--- src/rtl/axi_rd_ocp_bridge_if.sv ---
// AXI read-channel (AR/R) and OCP master bundle for axi_rd_ocp_bridge.
// The slave modport is the bridge's view; master is the surrounding environment's view.
interface axi_rd_ocp_bridge_if #(
  parameter int unsigned AW = 32,
  parameter int unsigned DW = 32
);
  logic [3:0]    ARID;
  logic [AW-1:0] ARADDR;
  logic [3:0]    ARLEN;
  logic [2:0]    ARSIZE;
  logic [1:0]    ARBURST;
  logic [1:0]    ARLOCK;
  logic [3:0]    ARCACHE;
  logic [2:0]    ARPROT;
  logic          ARVALID;
  logic          ARREADY;
  logic [3:0]    RID;
  logic [DW-1:0] RDATA;
  logic [1:0]    RRESP;
  logic          RLAST;
  logic          RVALID;
  logic          RREADY;
  logic [2:0]    MTagID;
  logic [AW-1:0] MAddr;
  logic [2:0]    MCmd;
  logic [DW-1:0] Mdata;
  logic          MDataValid;
  logic          MRespAccept;
  logic          SCmdAccept;
  logic [DW-1:0] Sdata;
  logic          SDataAccept;
  logic [1:0]    SResp;

  modport slave (
    input  ARID, ARADDR, ARLEN, ARSIZE, ARBURST, ARLOCK, ARCACHE, ARPROT, ARVALID,
    output ARREADY,
    output RID, RDATA, RRESP, RLAST, RVALID,
    input  RREADY,
    output MTagID, MAddr, MCmd, Mdata, MDataValid, MRespAccept,
    input  SCmdAccept, Sdata, SDataAccept, SResp
  );

  modport master (
    output ARID, ARADDR, ARLEN, ARSIZE, ARBURST, ARLOCK, ARCACHE, ARPROT, ARVALID,
    input  ARREADY,
    input  RID, RDATA, RRESP, RLAST, RVALID,
    output RREADY,
    input  MTagID, MAddr, MCmd, Mdata, MDataValid, MRespAccept,
    output SCmdAccept, Sdata, SDataAccept, SResp
  );
endinterface

--- src/rtl/axi_rd_ocp_bridge.sv ---
// AXI read slave to OCP read master bridge: one burst at a time, one OCP read per beat,
// in-order response FIFO. Define AXI_OCP_RD_ERR_CNT_EN to add the saturating err_cnt output.
module axi_rd_ocp_bridge #(
  parameter int unsigned AW            = 32,
  parameter int unsigned DW            = 32,
  parameter int unsigned RD_FIFO_DEPTH = 4
) (
  input  logic               clk,
  input  logic               rstn,
  axi_rd_ocp_bridge_if.slave bus
`ifdef AXI_OCP_RD_ERR_CNT_EN
  ,
  output logic [7:0]         err_cnt
`endif
);
  localparam int unsigned PtrW    = $clog2(RD_FIFO_DEPTH);
  localparam int unsigned CntW    = PtrW + 1;
  localparam int unsigned LdW     = PtrW + 2;
  localparam int unsigned MaxSize = $clog2(DW / 8);
  localparam logic [2:0]  CmdIdle = 3'b000;
  localparam logic [2:0]  CmdRead = 3'b010;

  typedef enum logic [1:0] {StIdle, StIssue, StDrain, StErrb} state_e;

  state_e              state_q;
  logic                arready_q, resp_acc_q;
  logic [3:0]          id_q, len_q, cmd_cnt_q, r_cnt_q;
  logic [2:0]          size_q, mcmd_q;
  logic [1:0]          burst_q;
  logic [AW-1:0]       addr_q, addr_nxt, incr, wrap_mask;
  logic [CntW-1:0]     fifo_cnt_q, fifo_cnt_d, out_q;
  logic [PtrW-1:0]     wr_ptr_q, rd_ptr_q;
  logic [DW-1:0]       fifo_data_q [RD_FIFO_DEPTH];
  logic [RD_FIFO_DEPTH-1:0] fifo_err_q;
  logic                ar_bad, cmd_acc, push, pop, rvalid, rlast, r_fire, credit_nxt;
  logic [1:0]          rresp;
  logic [LdW-1:0]      load_nxt;
  logic                unused_inputs;

  assign unused_inputs = ^{bus.ARLOCK, bus.ARCACHE, bus.ARPROT, bus.SDataAccept};

  assign ar_bad  = (32'(bus.ARSIZE) > MaxSize) || (bus.ARBURST == 2'b11);
  assign cmd_acc = (mcmd_q == CmdRead) && bus.SCmdAccept;
  assign push    = resp_acc_q && (bus.SResp != 2'b00);
  assign rvalid  = (state_q == StErrb) || (fifo_cnt_q != '0);
  assign rlast   = rvalid && (r_cnt_q == len_q);
  assign r_fire  = rvalid && bus.RREADY;
  assign pop     = r_fire && (state_q != StErrb);
  assign rresp   = (rvalid && ((state_q == StErrb) || fifo_err_q[rd_ptr_q])) ? 2'b10 : 2'b00;

  assign fifo_cnt_d = fifo_cnt_q + CntW'(push) - CntW'(pop);
  // Credit looks at post-edge occupancy so a registered MCmd never overcommits the FIFO.
  assign load_nxt   = LdW'(out_q) + LdW'(fifo_cnt_q) + LdW'(cmd_acc) - LdW'(pop);
  assign credit_nxt = load_nxt < LdW'(RD_FIFO_DEPTH);

  assign incr      = AW'(1) << size_q;
  assign wrap_mask = (AW'({1'b0, len_q} + 5'd1) << size_q) - AW'(1);

  always_comb begin
    addr_nxt = addr_q + incr;
    case (burst_q)
      2'b00:   addr_nxt = addr_q;
      2'b10:   addr_nxt = (addr_q & ~wrap_mask) | ((addr_q + incr) & wrap_mask);
      default: addr_nxt = addr_q + incr;
    endcase
  end

  always_ff @(posedge clk or negedge rstn) begin
    if (!rstn) begin
      state_q   <= StIdle;
      arready_q <= 1'b0;
      id_q      <= '0;
      len_q     <= '0;
      size_q    <= '0;
      burst_q   <= '0;
      addr_q    <= '0;
      mcmd_q    <= CmdIdle;
      cmd_cnt_q <= '0;
      r_cnt_q   <= '0;
    end else begin
      if (r_fire) r_cnt_q <= r_cnt_q + 4'd1;
      unique case (state_q)
        StIdle: begin
          arready_q <= 1'b1;
          if (bus.ARVALID && arready_q) begin
            arready_q <= 1'b0;
            id_q      <= bus.ARID;
            addr_q    <= bus.ARADDR;
            len_q     <= bus.ARLEN;
            size_q    <= bus.ARSIZE;
            burst_q   <= bus.ARBURST;
            cmd_cnt_q <= '0;
            r_cnt_q   <= '0;
            if (ar_bad) begin
              state_q <= StErrb;
            end else begin
              state_q <= StIssue;
              mcmd_q  <= CmdRead;
            end
          end
        end
        StIssue: begin
          if (cmd_acc) begin
            cmd_cnt_q <= cmd_cnt_q + 4'd1;
            if (cmd_cnt_q == len_q) begin
              mcmd_q  <= CmdIdle;
              state_q <= StDrain;
            end else begin
              addr_q <= addr_nxt;
              mcmd_q <= credit_nxt ? CmdRead : CmdIdle;
            end
          end else if (mcmd_q != CmdRead && credit_nxt) begin
            mcmd_q <= CmdRead;
          end
        end
        StDrain, StErrb: begin
          if (r_fire && rlast) begin
            state_q   <= StIdle;
            arready_q <= 1'b1;
          end
        end
        default: state_q <= StIdle;
      endcase
    end
  end

  always_ff @(posedge clk or negedge rstn) begin
    if (!rstn) begin
      fifo_cnt_q  <= '0;
      out_q       <= '0;
      wr_ptr_q    <= '0;
      rd_ptr_q    <= '0;
      resp_acc_q  <= 1'b0;
      fifo_data_q <= '{default: '0};
      fifo_err_q  <= '0;
    end else begin
      fifo_cnt_q <= fifo_cnt_d;
      out_q      <= out_q + CntW'(cmd_acc) - CntW'(push);
      resp_acc_q <= (fifo_cnt_d != CntW'(RD_FIFO_DEPTH));
      if (push) begin
        fifo_data_q[wr_ptr_q] <= bus.Sdata;
        fifo_err_q[wr_ptr_q]  <= bus.SResp[1];
        wr_ptr_q              <= wr_ptr_q + PtrW'(1);
      end
      if (pop) rd_ptr_q <= rd_ptr_q + PtrW'(1);
    end
  end

  assign bus.ARREADY     = arready_q;
  assign bus.RID         = id_q;
  assign bus.RDATA       = (state_q == StErrb) ? '0 : fifo_data_q[rd_ptr_q];
  assign bus.RRESP       = rresp;
  assign bus.RLAST       = rlast;
  assign bus.RVALID      = rvalid;
  assign bus.MTagID      = id_q[2:0];
  assign bus.MAddr       = addr_q;
  assign bus.MCmd        = mcmd_q;
  assign bus.Mdata       = '0;
  assign bus.MDataValid  = 1'b0;
  assign bus.MRespAccept = resp_acc_q;

`ifdef AXI_OCP_RD_ERR_CNT_EN
  logic [7:0] err_cnt_q;
  always_ff @(posedge clk or negedge rstn) begin
    if (!rstn) begin
      err_cnt_q <= '0;
    end else if (r_fire && rresp[1] && (err_cnt_q != 8'hFF)) begin
      err_cnt_q <= err_cnt_q + 8'd1;
    end
  end
  assign err_cnt = err_cnt_q;
`endif
endmodule
--- src/flat_wrapper.sv ---
// flat-port wrapper written by rule: the top's interface ports become plain ports
module axi_rd_ocp_bridge_flat 
#(
  parameter int unsigned AW            = 32,
  parameter int unsigned DW            = 32,
  parameter int unsigned RD_FIFO_DEPTH = 4
)
  (clk, rstn, bus_ARID, bus_ARADDR, bus_ARLEN, bus_ARSIZE, bus_ARBURST, bus_ARLOCK, bus_ARCACHE, bus_ARPROT, bus_ARVALID, bus_ARREADY, bus_RID, bus_RDATA, bus_RRESP, bus_RLAST, bus_RVALID, bus_RREADY, bus_MTagID, bus_MAddr, bus_MCmd, bus_Mdata, bus_MDataValid, bus_MRespAccept, bus_SCmdAccept, bus_Sdata, bus_SDataAccept, bus_SResp);
  axi_rd_ocp_bridge_if #(.AW(AW), .DW(DW)) bus_i ();
  input  logic clk;
  input  logic rstn;
  input wire logic [$bits(bus_i.ARID)-1:0] bus_ARID;
  input wire logic [$bits(bus_i.ARADDR)-1:0] bus_ARADDR;
  input wire logic [$bits(bus_i.ARLEN)-1:0] bus_ARLEN;
  input wire logic [$bits(bus_i.ARSIZE)-1:0] bus_ARSIZE;
  input wire logic [$bits(bus_i.ARBURST)-1:0] bus_ARBURST;
  input wire logic [$bits(bus_i.ARLOCK)-1:0] bus_ARLOCK;
  input wire logic [$bits(bus_i.ARCACHE)-1:0] bus_ARCACHE;
  input wire logic [$bits(bus_i.ARPROT)-1:0] bus_ARPROT;
  input wire logic [$bits(bus_i.ARVALID)-1:0] bus_ARVALID;
  output wire logic [$bits(bus_i.ARREADY)-1:0] bus_ARREADY;
  output wire logic [$bits(bus_i.RID)-1:0] bus_RID;
  output wire logic [$bits(bus_i.RDATA)-1:0] bus_RDATA;
  output wire logic [$bits(bus_i.RRESP)-1:0] bus_RRESP;
  output wire logic [$bits(bus_i.RLAST)-1:0] bus_RLAST;
  output wire logic [$bits(bus_i.RVALID)-1:0] bus_RVALID;
  input wire logic [$bits(bus_i.RREADY)-1:0] bus_RREADY;
  output wire logic [$bits(bus_i.MTagID)-1:0] bus_MTagID;
  output wire logic [$bits(bus_i.MAddr)-1:0] bus_MAddr;
  output wire logic [$bits(bus_i.MCmd)-1:0] bus_MCmd;
  output wire logic [$bits(bus_i.Mdata)-1:0] bus_Mdata;
  output wire logic [$bits(bus_i.MDataValid)-1:0] bus_MDataValid;
  output wire logic [$bits(bus_i.MRespAccept)-1:0] bus_MRespAccept;
  input wire logic [$bits(bus_i.SCmdAccept)-1:0] bus_SCmdAccept;
  input wire logic [$bits(bus_i.Sdata)-1:0] bus_Sdata;
  input wire logic [$bits(bus_i.SDataAccept)-1:0] bus_SDataAccept;
  input wire logic [$bits(bus_i.SResp)-1:0] bus_SResp;
  assign bus_i.ARID = bus_ARID;
  assign bus_i.ARADDR = bus_ARADDR;
  assign bus_i.ARLEN = bus_ARLEN;
  assign bus_i.ARSIZE = bus_ARSIZE;
  assign bus_i.ARBURST = bus_ARBURST;
  assign bus_i.ARLOCK = bus_ARLOCK;
  assign bus_i.ARCACHE = bus_ARCACHE;
  assign bus_i.ARPROT = bus_ARPROT;
  assign bus_i.ARVALID = bus_ARVALID;
  assign bus_ARREADY = bus_i.ARREADY;
  assign bus_RID = bus_i.RID;
  assign bus_RDATA = bus_i.RDATA;
  assign bus_RRESP = bus_i.RRESP;
  assign bus_RLAST = bus_i.RLAST;
  assign bus_RVALID = bus_i.RVALID;
  assign bus_i.RREADY = bus_RREADY;
  assign bus_MTagID = bus_i.MTagID;
  assign bus_MAddr = bus_i.MAddr;
  assign bus_MCmd = bus_i.MCmd;
  assign bus_Mdata = bus_i.Mdata;
  assign bus_MDataValid = bus_i.MDataValid;
  assign bus_MRespAccept = bus_i.MRespAccept;
  assign bus_i.SCmdAccept = bus_SCmdAccept;
  assign bus_i.Sdata = bus_Sdata;
  assign bus_i.SDataAccept = bus_SDataAccept;
  assign bus_i.SResp = bus_SResp;
  axi_rd_ocp_bridge #(.AW(AW), .DW(DW), .RD_FIFO_DEPTH(RD_FIFO_DEPTH)) u_core (.clk(clk), .rstn(rstn), .bus(bus_i));
endmodule
--- config.mk ---
export PLATFORM = sky130hd
export DESIGN_NAME = axi_rd_ocp_bridge_flat
export DESIGN_NICKNAME = d
export VERILOG_FILES = /design/src/rtl/axi_rd_ocp_bridge_if.sv /design/src/rtl/axi_rd_ocp_bridge.sv /design/src/flat_wrapper.sv
export SDC_FILE = /design/constraint.sdc
export NUM_CORES = 1
export LEC_CHECK = 0
export BUFFER_PORTS_ARGS = -buffer_cell sky130_fd_sc_hd__buf_4
export CAP_MARGIN = 20
export CORE_AREA = 2 2 170 172
export CTS_BUF_LIST = sky130_fd_sc_hd__clkbuf_4 sky130_fd_sc_hd__clkbuf_8
export DETAILED_ROUTE_END_ITERATION = 10
export DIE_AREA = 0 0 172 174
export RECOVER_POWER = 100
export SYNTH_ARGS = -nofsm -noshare
export SYNTH_HDL_FRONTEND = slang
export SYNTH_SLANG_ARGS = --single-unit
--- constraint.sdc ---
create_clock -name clk -period 7.8 [get_ports clk]
set_clock_uncertainty 0.15 [all_clocks]
set_input_delay 0.78 -clock clk [delete_from_list [all_inputs] [get_ports clk]]
set_output_delay 0.78 -clock clk [all_outputs]
set_load 0.05 [all_outputs]
* Word-level counts from Yosys, hierarchy flattened
Cells that the tools add are included.
** Storage, ports and cells
- Register bits :: 202
- Input port bits :: 94
- Output and inout port bits :: 113
** Operators by class
- $add $sub $neg :: 14
- Magnitude comparators :: 8
- Eq/ne operators :: 19
- Shifts and indexed selects :: 2
- Mux-type cells :: 40
- Bitwise gates (word level) :: 6
- Reductions and logical operators :: 27
** Operators by type and width (count)
- 32-bit 2-to-1 mux :: 7
- 128-bit bitwise mux :: 1
- 32-bit case mux with 2 select lines :: 2
- 32-bit bitwise AND :: 2
- 32-bit binary-select mux with 2-bit select :: 1
- 32-bit demux with 2-bit select :: 1
- 32-bit adder :: 1
- 32-bit NOT :: 1
- 32-bit bitwise OR :: 1
- 1-bit by 3-bit << shifter with 32-bit output, first input constant :: 1
- 32-bit by 3-bit << shifter with 32-bit output :: 1
- 32-bit by 1-bit subtractor with 32-bit output, second input constant :: 1
- 4-bit 2-to-1 mux :: 5
- 3-bit 2-to-1 mux :: 5
- 2-bit 2-to-1 mux :: 7
- 1-bit logical AND :: 11
- 4-bit by 1-bit adder with 4-bit output, second input constant :: 2
- 2-bit equality test, second input constant :: 4
- 4-bit equality test :: 2
- 2-bit by 1-bit inequality test with 1-bit output, second input constant :: 4
- 2-bit inequality test, second input constant :: 4
- 4-bit case mux with 2 select lines :: 1
- 4-bit AND reduction :: 2
- 3-bit by 1-bit adder with 3-bit output :: 2
- other kinds (33) :: 47

* Depth between registers and ports, before layout
- Word-level depth :: 10
- Gate-level depth with buffers :: 20
- Mapped depth without buffers :: 17

* Least setup slack after synthesis
Ideal clock, no wire load.
- Kind :: register -> register
- From :: register u_core.state_q[0]
- To :: register u_core.mcmd_q[1], in the netlist u_core.bus.MCmd[1]
- Library setup time :: 0.078 ns
- Arrival :: 3.459 ns
- Required time :: 7.572 ns
- Setup slack :: 4.114 ns
- Cell stages (with the launch flop) :: 21
- Buffers on the path :: 3
- Period minus slack after synthesis :: 3.686 ns
- Path through :: dfrtp_1 clkbuf_1 and2_1 clkbuf_1 nor4_1 inv_1 and2_1 clkbuf_1 nand2b_1 inv_1 nand2_1 nand2_1 ha_1 a31o_2 a211oi_1 nand2_1 o21ai_0 a22oi_1 a21oi_1 a21oi_1 a21oi_1
** Between the ends
- Word-level cells in the longest chain between the ends :: 10
- Elaborated cells between the ends (all ways) :: 19
- Classes of those cells :: add/sub (1); order compare (1); eq/ne (6); mux (4); reduce/logical (7)
** Ends and longest elaborated chain
- from (decl) :: line axi_rd_ocp_bridge.sv:25 : state_e state_q;
- from (signal assigned) :: line axi_rd_ocp_bridge.sv:70 : state_q <= StIdle;
- from (signal assigned) :: line axi_rd_ocp_bridge.sv:95 : state_q <= StErrb;
- from (signal assigned) :: line axi_rd_ocp_bridge.sv:97 : state_q <= StIssue;
- 2-bit equality test (*) :: line axi_rd_ocp_bridge.sv:45 : assign rvalid = (state_q == StErrb) || (fifo_cnt_q != '0);
- 1-bit logical OR (*) :: line axi_rd_ocp_bridge.sv:45
- via bus_RVALID :: line flat_wrapper.sv:26 : output wire logic [$bits(bus_i.RVALID)-1:0] bus_RVALID;
- 1-bit logical AND (*) :: line axi_rd_ocp_bridge.sv:47 : assign r_fire = rvalid && bus.RREADY;
- 1-bit logical AND (*) :: line axi_rd_ocp_bridge.sv:48 : assign pop = r_fire && (state_q != StErrb);
- 4-bit by 1-bit subtractor with 4-bit output (*) :: line axi_rd_ocp_bridge.sv:53 : assign load_nxt = LdW'(out_q) + LdW'(fifo_cnt_q) + LdW'(cmd_acc) - LdW'(pop);
- 4-bit by 3-bit less-than comparator with 1-bit output (*) :: line axi_rd_ocp_bridge.sv:54 : assign credit_nxt = load_nxt < LdW'(RD_FIFO_DEPTH);
- 2-bit 2-to-1 mux :: line axi_rd_ocp_bridge.sv:110 : mcmd_q <= credit_nxt ? CmdRead : CmdIdle;
- 3-bit 2-to-1 mux :: line axi_rd_ocp_bridge.sv:105 : if (cmd_cnt_q == len_q) begin
- 3-bit 2-to-1 mux :: line axi_rd_ocp_bridge.sv:103 : if (cmd_acc) begin
- 3-bit case mux with 2 select lines :: line axi_rd_ocp_bridge.sv:82 : unique case (state_q)
- to (signal assigned) :: line axi_rd_ocp_bridge.sv:106 : mcmd_q <= CmdIdle;
- to (signal assigned) :: line axi_rd_ocp_bridge.sv:110
- to (signal assigned) :: line axi_rd_ocp_bridge.sv:113 : mcmd_q <= CmdRead;
- to (decl) :: line axi_rd_ocp_bridge.sv:28 : logic [2:0] size_q, mcmd_q;
Mark *: on every way through the listed nets, which the timed path passes. The rest lies on a longest branch.
A chain may end at the register's enable or synchronous reset.

* Final worst setup path
- From :: register u_core.state_q[1]
- To :: register u_core.mcmd_q[1], in the netlist u_core.bus.MCmd[1]
** Between the ends
- Word-level cells in the longest chain between the ends :: 10
- Elaborated cells between the ends (all ways) :: 19
- Classes of those cells :: add/sub (1); order compare (1); eq/ne (6); mux (4); reduce/logical (7)
** Ends and longest elaborated chain (line)
- 2-bit equality test :: axi_rd_ocp_bridge.sv:45
- 1-bit logical OR :: axi_rd_ocp_bridge.sv:45
- 1-bit logical AND :: axi_rd_ocp_bridge.sv:47
- 1-bit logical AND :: axi_rd_ocp_bridge.sv:48
- 4-bit by 1-bit subtractor with 4-bit output :: axi_rd_ocp_bridge.sv:53
- 4-bit by 3-bit less-than comparator with 1-bit output :: axi_rd_ocp_bridge.sv:54
- 2-bit 2-to-1 mux :: axi_rd_ocp_bridge.sv:110
- 3-bit 2-to-1 mux :: axi_rd_ocp_bridge.sv:105
- 3-bit 2-to-1 mux :: axi_rd_ocp_bridge.sv:103
- 3-bit case mux with 2 select lines :: axi_rd_ocp_bridge.sv:82
Parallel ways exist; a longest one is shown, timed or not.

==> results summary <==
The clock buffer count from CTS is 17. The die area is 29900 µm². In this run, distinct cell masters in the synthesized netlist total 65. In this run the critical register-to-register path is captured at u_core.bus.MCmd[1]. Traced cell by cell, the critical path runs through and2_0 > clkbuf_1 > nor4_1 > inv_1 > and2_0 > nand2b_1 > inv_1 > nand2_1 > nand2_1 > ha_1 > a31o_2 > a211oi_1 > nand2_1 > o21ai_0 > a22oi_1 > a21oi_1 > a21oi_1 > a21oi_1. The number of cells on the worst reg-to-reg path is 18. The number of antenna-violating nets in the routed design came out at 0. The final max-slew violation count was 290.

The sequential share of the synthesized area came out at 44.9%. The number of hold buffers added after CTS was 0. The worst setup path is launched from a register. The wire length per cell after detailed routing came out at 17.9 µm.

The maximum root-to-sink buffer count came out at 2. The final critical-path required period came out at 4870 ps. The final routed wirelength across all metal layers is 27.2 mm.

The last weighted congestion value of the routability-driven placer came out at 0.843. The slew at the pin with the worst max-slew slack is about 3300 ps. Timing would allow up to 205 MHz. After synthesis the netlist holds a flip-flop and latch count of 200. The count of buffers added on input and output ports is 160. The count of max-cap constraint violations is 8. The proportion of layout cells with a drive suffix above 1 is 27.2%. The number of antenna violations at the first check in global routing is 0. For this configuration, the core starts out at a cell density of between 30 and 40%.

The remaining routing DRC violations came out at 0. The pin count of the biggest net entering global routing is 87. The number of warning messages in the yosys log came out at 0. Setup repair after global routing left no endpoint under its margin. The later pin in the worst-skew pair is clocked with a latency of 490 ps.

The post-synthesis average cell area came out at 11.2 µm². The relative slew slack is -119%. The number of nets in the layout came out at around 1200. The number of resized instances in the post-cts repair step is 0. 0 antenna diodes ended up in the layout. The core region is 28200 µm². The cell with the biggest individual delay on the critical path is sky130_fd_sc_hd__clkbuf_1. Clock-pin slew was measured on the worst setup and hold paths at 140 ps.

Counting flops with a built-in enable in the synthesized netlist gives 0. The x dimension of the die came out at 172 µm. The number of levels in the clock H-tree came out at 4. The flow ran to the end, but the final reports show violations.

The tightest min-delay check is of the in -> async type. The final route contains slightly above 8000 vias. Synthesis handed over a netlist of approximately 990 instances.

The overall fraction of global-route tracks in use came out at 18.7%. The via count of the first global-routing pass came out at roughly 8300. Relative to the synthesized area, the layout overhead comes to 13.6%. For this run, the leading register cell type out of synthesis is sky130_fd_sc_hd__dfrtp_1. The TritonCTS sink count came out at 200. The number of core rows came out at just over 60. The startpoint identified for the worst register-to-register timing path is u_core.state_q[1]. On the worst path, the slowest cell contributes a delay of 1460 ps.

The setup check on the worst reg-to-reg path leaves a slack of ~3000 ps. The global route total overflow is 0. The overall die height came out at roughly 170 µm. Before antenna repair, the detailed router went through 5 iterations. The critical-path maximum fanout is 35. The number of placed instances, taps included came out at approximately 1500. The worst setup path is captured at a register. The non-filler instance count after layout came out at 1518. The first global-routing pass estimated about 44 mm of wire. The share of the clock period used by the worst path is 62.4%.

The endpoint required time on the critical path came out at 8060 ps. The root buffer cell is sky130_fd_sc_hd__clkbuf_8. The number of top-level pins is 207. The type of the setup path with the least slack is reg -> reg. The sum of buffers and inverters on the critical path came out at 3.

The leading cell type in the layout, fill and taps excluded is sky130_fd_sc_hd__dfrtp_1. The cell area that synthesis handed to floorplanning was 11100 µm². In the layout the commonest cells are sky130_fd_sc_hd__dfrtp_1 (198), sky130_fd_sc_hd__mux2_2 (146), sky130_fd_sc_hd__buf_4 (85). The via count normalized by instance count came out at ~5.3. The checks that failed: max-capacitance violations, max-slew violations.

Post-CTS timing repair inserted 0 buffers for setup. The detailed router finished its first iteration with 473 violations. Among cell families on the critical path, the largest total delay comes from buffers and inverters.

TritonCTS built the clock tree. The half-perimeter wire length after detailed placement came out at ~18 mm. The post-synthesis async set-or-reset flop share came out at 100%.

The total negative setup slack came out at 0 ps. The hold violation total from the final report came out at 0. The signal arrival time at the worst endpoint came out at 5130 ps. The setup violation total in the final timing report came out at 0.
[how the worst max path moves through the flow]
stage | start | end | slack, ps | depth (start not counted)
global route | u_core.state_q[0] | u_core.bus.MCmd[1] | 2220 | 18
CTS | u_core.state_q[0] | u_core.bus.MCmd[1] | 3880 | 18
global placement | u_core.len_q[0] | register | 3980 | 9
detailed placement | u_core.len_q[0] | register | 3920 | 9
finish | u_core.state_q[1] | u_core.bus.MCmd[1] | 2930 | 18
floorplan | u_core.state_q[0] | u_core.bus.MCmd[1] | 4110 | 20
[Yosys cell counts, types with 3 or more instances]
| cell | n | share of area [%] |
|---|---|---|
| sky130_fd_sc_hd__nand2_1 | 72 | 2.4 |
| sky130_fd_sc_hd__and2_1 | 6 | 0.34 |
| sky130_fd_sc_hd__o22ai_1 | 10 | 0.56 |
| sky130_fd_sc_hd__a311o_1 | 3 | 0.27 |
| sky130_fd_sc_hd__and3_1 | 9 | 0.51 |
| sky130_fd_sc_hd__o41ai_1 | 8 | 0.63 |
| sky130_fd_sc_hd__mux4_2 | 33 | 6.7 |
| sky130_fd_sc_hd__nand3_1 | 16 | 0.72 |
| sky130_fd_sc_hd__o31ai_1 | 4 | 0.27 |
| sky130_fd_sc_hd__inv_1 | 32 | 1.1 |
| sky130_fd_sc_hd__or2_2 | 3 | 0.17 |
| sky130_fd_sc_hd__fa_1 | 3 | 0.54 |
| sky130_fd_sc_hd__nor2_1 | 39 | 1.3 |
| sky130_fd_sc_hd__nor3_1 | 9 | 0.40 |
| sky130_fd_sc_hd__nand2b_1 | 13 | 0.73 |
| sky130_fd_sc_hd__nor4_1 | 3 | 0.17 |
| sky130_fd_sc_hd__o21a_1 | 4 | 0.27 |
| sky130_fd_sc_hd__and4_1 | 5 | 0.39 |
| sky130_fd_sc_hd__a211oi_1 | 5 | 0.34 |
| sky130_fd_sc_hd__buf_4 | 42 | 2.8 |
| sky130_fd_sc_hd__a21oi_1 | 46 | 2.1 |
| sky130_fd_sc_hd__ha_1 | 25 | 2.8 |
| sky130_fd_sc_hd__a22o_1 | 11 | 0.86 |
| sky130_fd_sc_hd__nand4_1 | 13 | 0.73 |
| sky130_fd_sc_hd__nor2b_1 | 38 | 2.1 |
| sky130_fd_sc_hd__buf_1 | 16 | 0.54 |
| sky130_fd_sc_hd__xor2_1 | 11 | 0.86 |
| sky130_fd_sc_hd__a31o_2 | 3 | 0.24 |
| sky130_fd_sc_hd__o21ai_0 | 54 | 2.4 |
| sky130_fd_sc_hd__mux2_2 | 146 | 15 |
| sky130_fd_sc_hd__dfrtp_1 | 200 | 45 |
| sky130_fd_sc_hd__clkbuf_1 | 32 | 1.1 |
| sky130_fd_sc_hd__a31oi_1 | 11 | 0.62 |
| sky130_fd_sc_hd__a21o_1 | 5 | 0.34 |
| sky130_fd_sc_hd__nand3b_1 | 5 | 0.34 |
| sky130_fd_sc_hd__xnor2_1 | 20 | 1.6 |
[worst reg2reg max path, delay by kind of cell (launching register included)]
kind,cells,cell delay (ps)
AOI/OAI and AO/OA,7,1010
buffers and inverters,3,1730
DFF,1,500
adders and majority gates,1,220
and+or+nand+nor,7,1190
[routing by layer]
layer,global-route usage [%],vias to the layer above,part of all wire [%]
met5,0,-,0
met4,4.69,0,1.4
met3,4.39,28,5.4
met2,31.8,220,50
met1,23.9,4061,43
li1,-,3773,-
[cell families after synthesis]
family,after synthesis,share of synthesized area [%]
buf+inv,125,5.77
fa+ha+maj,28,3.35
compound gates,188,11.0
mux,179,21.4
simple gates,239,11.0
xor+xnor,32,2.58
flops,200,44.9
other cells,1,0.0337
[per-stage QoR]
| step | worst slack (ps) | hold WS (ps) | utilization (%) | instance area (µm²) |
|---|---|---|---|---|
| finish | 2930 | 183 | 44.8 | 12700 |
| detailed placement | 3920 | 318 | 44.3 | 12500 |
| global placement | 3980 | 314 | 44.3 | 12500 |
| CTS | 3880 | 201 | 46.0 | 13000 |
| global route | 2220 | 221 | 44.8 | 12700 |
| floorplan | 4110 | 296 | - | 11300 |
[cell type report]
type | instances | area (µm²)
Fill cell | 2749 | 15600
Multi-Input combinational cell | 702 | 5610
Sequential cell | 200 | 5010
Timing Repair Buffer | 168 | 960
Tap cell | 384 | 480
Clock inverter | 15 | 244
Clock buffer | 17 | 234
Inverter | 32 | 120
Power is left out: the tool's default activity adds up to more than one toggle a clock period on the data nets, which glitch-free logic cannot reach.
